**src/rtl/periph_tx_arbiter_if.sv**
```systemverilog
`default_nettype none
// ============================================================================
// Module      : periph_tx_arbiter_if
// Description : Bundle of the peripheral-FIFO side and FT601-controller side
//               signals of the TX arbiter.
//               master : arbiter view (drives pops, data, id, busy)
//               slave  : environment view (FIFOs + FT601 controller)
// Signals     : periph_enable, periph_not_empty, periph_data, periph_rd,
//               periph_data_available, read_periph_data, out_data,
//               out_periph_id, busy
// Revision    : 1.0  initial release
// ============================================================================
interface periph_tx_arbiter_if #(
  parameter int NUM_PERIPHS = 8,
  parameter int DATA_WIDTH  = 32,
  parameter int ID_WIDTH    = $clog2(NUM_PERIPHS)
);
  logic [NUM_PERIPHS-1:0]            periph_enable;
  logic [NUM_PERIPHS-1:0]            periph_not_empty;
  logic [NUM_PERIPHS*DATA_WIDTH-1:0] periph_data;
  logic [NUM_PERIPHS-1:0]            periph_rd;
  logic                              periph_data_available;
  logic                              read_periph_data;
  logic [DATA_WIDTH-1:0]             out_data;
  logic [ID_WIDTH-1:0]               out_periph_id;
  logic                              busy;

  modport master (
    input  periph_enable,
    input  periph_not_empty,
    input  periph_data,
    input  read_periph_data,
    output periph_rd,
    output periph_data_available,
    output out_data,
    output out_periph_id,
    output busy
  );

  modport slave (
    output periph_enable,
    output periph_not_empty,
    output periph_data,
    output read_periph_data,
    input  periph_rd,
    input  periph_data_available,
    input  out_data,
    input  out_periph_id,
    input  busy
  );
endinterface
`default_nettype wire

```
**src/rtl/periph_tx_arbiter.sv**
```systemverilog
`default_nettype none
// ============================================================================
// Module      : periph_tx_arbiter
// Description : Round-robin arbiter sharing the single USB TX path among
//               NUM_PERIPHS first-word-fall-through peripheral FIFOs. A grant
//               is held for at most MAX_BURST pops or until the granted
//               requester drops, then one idle ARB cycle re-arbitrates.
// Ports       : clk    - system clock, rising edge
//               rst    - synchronous active-high reset
//               tx_if  - periph_tx_arbiter_if.master (FIFO heads/pops,
//                        FT601 valid/pop handshake, granted id, busy)
// Revision    : 1.0  initial release
// ============================================================================
module periph_tx_arbiter #(
  parameter int NUM_PERIPHS = 8,
  parameter int DATA_WIDTH  = 32,
  parameter int MAX_BURST   = 16,
  parameter int ID_WIDTH    = $clog2(NUM_PERIPHS)
) (
  input  logic                clk,
  input  logic                rst,
  periph_tx_arbiter_if.master tx_if
);

  localparam int CNT_W = $clog2(MAX_BURST + 1);
  localparam logic [CNT_W-1:0]    LAST_CNT = CNT_W'(MAX_BURST - 1);
  localparam logic [ID_WIDTH-1:0] LAST_ID_RST = ID_WIDTH'(NUM_PERIPHS - 1);

  typedef enum logic [0:0] {
    ST_ARB   = 1'b0,
    ST_BURST = 1'b1
  } state_t;

  state_t                 state_q, state_d;
  logic [ID_WIDTH-1:0]    grant_id_q, grant_id_d;
  logic [ID_WIDTH-1:0]    last_id_q, last_id_d;
  logic [CNT_W-1:0]       burst_cnt_q, burst_cnt_d;

  logic [NUM_PERIPHS-1:0] req;
  logic [DATA_WIDTH-1:0]  words [NUM_PERIPHS];
  logic [ID_WIDTH-1:0]    next_id;
  logic                   next_found;
  logic                   avail;
  logic                   pop;
  logic [NUM_PERIPHS-1:0] rd;
  logic [DATA_WIDTH-1:0]  data_mux;
  logic [ID_WIDTH-1:0]    id_out;
  logic                   busy;

  assign req = tx_if.periph_enable & tx_if.periph_not_empty;

  generate
    for (genvar g = 0; g < NUM_PERIPHS; g++) begin : g_unpack
      assign words[g] = tx_if.periph_data[g*DATA_WIDTH +: DATA_WIDTH];
    end
  endgenerate

  // Round-robin pick: scan last_id+1, last_id+2, ... with wrap, so the most
  // recently served peripheral is considered last.
  always_comb begin
    int                  idx;
    logic [ID_WIDTH-1:0] cand;
    next_found = 1'b0;
    next_id    = '0;
    idx        = 0;
    cand       = '0;
    for (int k = 1; k <= NUM_PERIPHS; k++) begin
      idx  = (int'(last_id_q) + k) % NUM_PERIPHS;
      cand = ID_WIDTH'(idx);
      if (!next_found && req[cand]) begin
        next_found = 1'b1;
        next_id    = cand;
      end
    end
  end

  always_comb begin
    state_d     = state_q;
    grant_id_d  = grant_id_q;
    last_id_d   = last_id_q;
    burst_cnt_d = burst_cnt_q;
    avail       = 1'b0;
    pop         = 1'b0;
    rd          = '0;
    data_mux    = '0;
    id_out      = '0;
    busy        = 1'b0;

    case (state_q)
      ST_ARB: begin
        if (next_found) begin
          grant_id_d  = next_id;
          burst_cnt_d = '0;
          state_d     = ST_BURST;
        end
      end

      ST_BURST: begin
        busy     = 1'b1;
        avail    = req[grant_id_q];
        data_mux = words[grant_id_q];
        id_out   = grant_id_q;
        // A pop is suppressed during reset so no word is lost from the FIFO
        // while the arbiter state is being discarded.
        pop      = tx_if.read_periph_data & avail & ~rst;
        rd[grant_id_q] = pop;

        // Drained/disabled requester and the final allowed pop both end the
        // burst through the same single transition.
        if (!avail || (pop && (burst_cnt_q == LAST_CNT))) begin
          state_d     = ST_ARB;
          last_id_d   = grant_id_q;
          burst_cnt_d = '0;
        end else if (pop) begin
          burst_cnt_d = burst_cnt_q + CNT_W'(1);
        end
      end

      default: begin
        state_d = ST_ARB;
      end
    endcase
  end

  always_ff @(posedge clk) begin
    if (rst) begin
      state_q     <= ST_ARB;
      grant_id_q  <= '0;
      last_id_q   <= LAST_ID_RST;
      burst_cnt_q <= '0;
    end else begin
      state_q     <= state_d;
      grant_id_q  <= grant_id_d;
      last_id_q   <= last_id_d;
      burst_cnt_q <= burst_cnt_d;
    end
  end

  assign tx_if.periph_rd             = rd;
  assign tx_if.periph_data_available = avail;
  assign tx_if.out_data              = data_mux;
  assign tx_if.out_periph_id         = id_out;
  assign tx_if.busy                  = busy;

endmodule
`default_nettype wire

```
**src/flat_wrapper.sv**
```systemverilog
// flat-port wrapper written by rule: the top's interface ports become plain ports
module periph_tx_arbiter_flat 
#(
  parameter int NUM_PERIPHS = 8,
  parameter int DATA_WIDTH  = 32,
  parameter int MAX_BURST   = 16,
  parameter int ID_WIDTH    = $clog2(NUM_PERIPHS)
)
  (clk, rst, tx_if_periph_enable, tx_if_periph_not_empty, tx_if_periph_data, tx_if_read_periph_data, tx_if_periph_rd, tx_if_periph_data_available, tx_if_out_data, tx_if_out_periph_id, tx_if_busy);
  periph_tx_arbiter_if #(.NUM_PERIPHS(NUM_PERIPHS), .DATA_WIDTH(DATA_WIDTH), .ID_WIDTH(ID_WIDTH)) tx_if_i ();
  input  logic clk;
  input  logic rst;
  input wire logic [$bits(tx_if_i.periph_enable)-1:0] tx_if_periph_enable;
  input wire logic [$bits(tx_if_i.periph_not_empty)-1:0] tx_if_periph_not_empty;
  input wire logic [$bits(tx_if_i.periph_data)-1:0] tx_if_periph_data;
  input wire logic [$bits(tx_if_i.read_periph_data)-1:0] tx_if_read_periph_data;
  output wire logic [$bits(tx_if_i.periph_rd)-1:0] tx_if_periph_rd;
  output wire logic [$bits(tx_if_i.periph_data_available)-1:0] tx_if_periph_data_available;
  output wire logic [$bits(tx_if_i.out_data)-1:0] tx_if_out_data;
  output wire logic [$bits(tx_if_i.out_periph_id)-1:0] tx_if_out_periph_id;
  output wire logic [$bits(tx_if_i.busy)-1:0] tx_if_busy;
  assign tx_if_i.periph_enable = tx_if_periph_enable;
  assign tx_if_i.periph_not_empty = tx_if_periph_not_empty;
  assign tx_if_i.periph_data = tx_if_periph_data;
  assign tx_if_i.read_periph_data = tx_if_read_periph_data;
  assign tx_if_periph_rd = tx_if_i.periph_rd;
  assign tx_if_periph_data_available = tx_if_i.periph_data_available;
  assign tx_if_out_data = tx_if_i.out_data;
  assign tx_if_out_periph_id = tx_if_i.out_periph_id;
  assign tx_if_busy = tx_if_i.busy;
  periph_tx_arbiter #(.NUM_PERIPHS(NUM_PERIPHS), .DATA_WIDTH(DATA_WIDTH), .MAX_BURST(MAX_BURST), .ID_WIDTH(ID_WIDTH)) u_core (.clk(clk), .rst(rst), .tx_if(tx_if_i));
endmodule
```
**config.mk**
```make
export PLATFORM = sky130hd
export DESIGN_NAME = periph_tx_arbiter_flat
export DESIGN_NICKNAME = d
export VERILOG_FILES = /design/src/rtl/periph_tx_arbiter_if.sv /design/src/rtl/periph_tx_arbiter.sv /design/src/flat_wrapper.sv
export SDC_FILE = /design/constraint.sdc
export NUM_CORES = 1
export LEC_CHECK = 0
export CORE_AREA = 2 2 125 127
export DETAILED_ROUTE_END_ITERATION = 8
export DIE_AREA = 0 0 127 129
export GPL_TIMING_DRIVEN = 0
export PLACE_DENSITY_LB_ADDON = 0.08
export SYNTH_ARGS = -nofsm -noshare
export SYNTH_HDL_FRONTEND = slang
export SYNTH_SLANG_ARGS = --single-unit
```
**constraint.sdc**
```tcl
create_clock -name clk -period 10.2 [get_ports clk]
set_clock_uncertainty 0.05 [all_clocks]
set_input_delay 2.04 -clock clk [delete_from_list [all_inputs] [get_ports clk]]
set_output_delay 2.04 -clock clk [all_outputs]
set_load 0.1 [all_outputs]
```
==> flow_summary.ini <==
[outcome]
status = complete, no violations

[worst_setup_path]
arrival_ns = 5.56
critPathMaxFanout = 7
r2r-start = u_core.last_id_q[1]
critPathRequiredTime_ns = 8.11
worstSetupPathType = in2out
start_kind = input pin
crit_start = tx_if_periph_not_empty[6]
endpoint_kind = output pin

[place]
dp.cells = 864
io_buffers = 319
place_hpwl_microns = 18000
routabilityCongestion = 0.886
preCtsSetupSlack_ns = 2.58

[timing]
fin_ws_ns = 2.55
slew_viol_final = 0
slew_headroom_pct = 24.4
rsz0062_at_grt = false
tightest_slew_ns = 1.13
finalHoldViolCount = 0
finalSetupViolCount = 0
finalSetupTns_ns = 0
fmax_ghz = 0.131
fin_crit_ns = 7.65
post-route-period-util_pct = 75.0

[cells_and_area]
nets = 960
fin_util_pct = 48.2
stdcell_count = 868
area_growth_pct = 94.6
layout-drive-gt1-share_pct = 14.9

[floorplan]
initial_core_util_pct = 24.7
coreArea_sq_um = 15000
die_w_microns = 127
dieArea_sq_um = 16400
die_y_microns = 129
rows = 45
io_pins = 320

[grt]
grt_pass1_wl_microns = 29400
grt_pass1_vias = 4954
grt_antenna_before_repair = 3
grt_max_degree = 11
grtUsageTotal_pct = 23.9
grt-ovfl-total = 0

[detailed_routing]
drtPass1Iterations = 4
wl_per_cell_microns = 23.6
drc = 0
drt-initial-drc-count = 216
vias = 4525
routed_wl_microns = 20500
viasPerCell = 5.21
antenna_left = 0

[power_and_ir_drop]
fin_total_pwr_mw = 1.72
p_switching_mw = 1.00
sw_frac_of_total_pct = 58.3
power.internal_mw = 0.716
ir_drop_mv = 0.0944
p_leak_nw = 2.47
p_per_area_nw_per_um2 = 238
seq_power_share_pct = 4.3
combPwrFrac_pct = 91.6
clock_power_share_pct = 4.1

[yosys]
netlist_instances = 357
synth.distinct_cells = 56
syn_area_sq_um = 3710
yosysSeqAreaShare_pct = 6.48
synth_nets = 636
synth_edf_count = 0
synthFlopType = dfxtp_1
async_flop_share_pct = 0
avgSynthCellArea_sq_um = 10.4
ys_seq_elements = 12
ys_warn_count = 0

[clocking]
cts_tree = done
clock_sinks = 12
worstSkewPairLatency_ns = 0.24
cts.path.max_buffers = 2
cts_buffers = 3
cts_setup_buffers = 0
cts_resized = 0
htreeDepth = 1
hold_buffers = 0
path_clk_slew_ns = 0.04
ctsRootBufferMaster = clkbuf_16

[run]
max_cap_viol_count = 0

[hold_path]
min_from = u_core.burst_cnt_q[3]
hp-class = reg2reg
==> power groups by stage <==
| stage | combinational [mW] | sequential (mW) | clock, mW |
|---|---|---|---|
| 2_1_floorplan | 1.15 | 0.0848 | 0 |
| 3_3_place_gp | 1.57 | 0.0742 | 0 |
| 3_5_place_dp | 1.57 | 0.0747 | 0 |
| 4_1_cts | 1.58 | 0.0742 | 0.0716 |
| 5_1_grt | 1.67 | 0.0760 | 0.0753 |
| 6_report | 1.57 | 0.0740 | 0.0705 |
==> through the flow <==
stage / hold slack [ns] / area [sq um]
floorplan: 0.422 / 3710
global placement: 0.445 / 7130
detailed placement: 0.452 / 7130
CTS: 0.466 / 7210
global route: 0.497 / 7210
finish: 0.464 / 7210
==> routing by layer <==
layer	vias up	global-route usage, %	wire, microns
met2	183	44.1	11100
met1	2224	28.3	7530
met5	-	0	25
met3	22	6.07	1550
met4	4	4.52	335
li1	2092	-	-
==> state kept, by name, indices dropped and copies added (netlist names) <==
signal              count
u_core.burst_cnt_q      5
u_core.grant_id_q       3
u_core.last_id_q        3
u_core.state_q          1
==> cell usage after synthesis (4+ instances only) <==
cell	instances	share of area (%)
ha_1	4	1.4
mux4_2	80	49
o21ai_1	4	0.54
nor2_1	51	5.2
dfxtp_1	12	6.5
nor3_1	5	0.68
mux2i_1	36	9.7
nand3_2	4	1.1
buf_6	4	1.2
o21ai_0	8	1.1
nand2_1	23	2.3
buf_1	10	1.0
nand2b_1	4	0.68
clkbuf_1	18	1.8
and2_1	7	1.2
a21oi_1	7	0.95
inv_1	10	1.0
o21a_1	4	0.81
nand3_1	10	1.4
==> layout make-up <==
class | instances | area (sq um)
diodes | 1 | 2.50
plain buffers | 33 | 155
inverters | 12 | 45.0
multi-input cells | 300 | 3270
flip-flops and latches | 12 | 240
repair buffers | 319 | 3190
well taps | 188 | 235
fillers | 1414 | 7760
clock buffers | 3 | 75.1
==> cell usage in the layout (no fill, tap or decap), drive strengths merged, types with 2 or more instances in the layout <==
cell type	netlist	routed
o211a	2	2
or3	3	3
clkbuf	18	21
a21boi	4	4
mux2	2	2
mux2i	36	36
mux4	80	80
buf	15	15
dfxtp	12	12
a21oi	7	7
clkdlybuf4s50	0	319
nor3	5	5
o32ai	2	2
nand2b	4	4
nand3	14	14
a211o	3	3
and3	3	3
inv	11	11
and2	7	7
nand3b	3	3
a21o	2	2
o22ai	2	2
xor2	4	4
nand2	23	23
o211ai	2	2
a32oi	2	2
o21a	4	4
o21ai	13	13
a311oi	2	2
ha	4	4
nor2	51	51
o31ai	2	2
==> critical path, cell delays in order <==
cell             delay (ns)
clkdlybuf4s50_1        0.50
nand2_1                0.16
mux4_2                 0.50
mux2i_1                0.43
nand2_1                0.19
nor2_1                 0.16
nand2_1                0.13
nor3_1                 0.22
clkdlybuf4s50_1        1.22
==> cell families after synthesis <==
group                    Yosys count  synth area share (%)
buffers and inverters             45                  5.40
XOR/XNOR                           5                  1.38
adder cells (fa/ha/maj)            4                  1.35
multiplexers                     118                  58.9
flip-flops                        12                  6.48
AND/OR/NAND/NOR                  115                  14.6
AO/OA/AOI/OAI                     58                  11.8
==> path summary, 6_finish.rpt <==
path / endpoint / slack [ns] / cells after the start
worst max-delay path: tx_if_periph_rd[1] / 2.55 / 9
worst min-delay path: u_core.burst_cnt_q[3] / 0.46 / 2
worst max register to register: u_core.grant_id_q[0] / 6.38 / 10
worst min register to register: u_core.burst_cnt_q[3] / 0.46 / 2
Note: power is estimated with default switching activity, not from simulation.
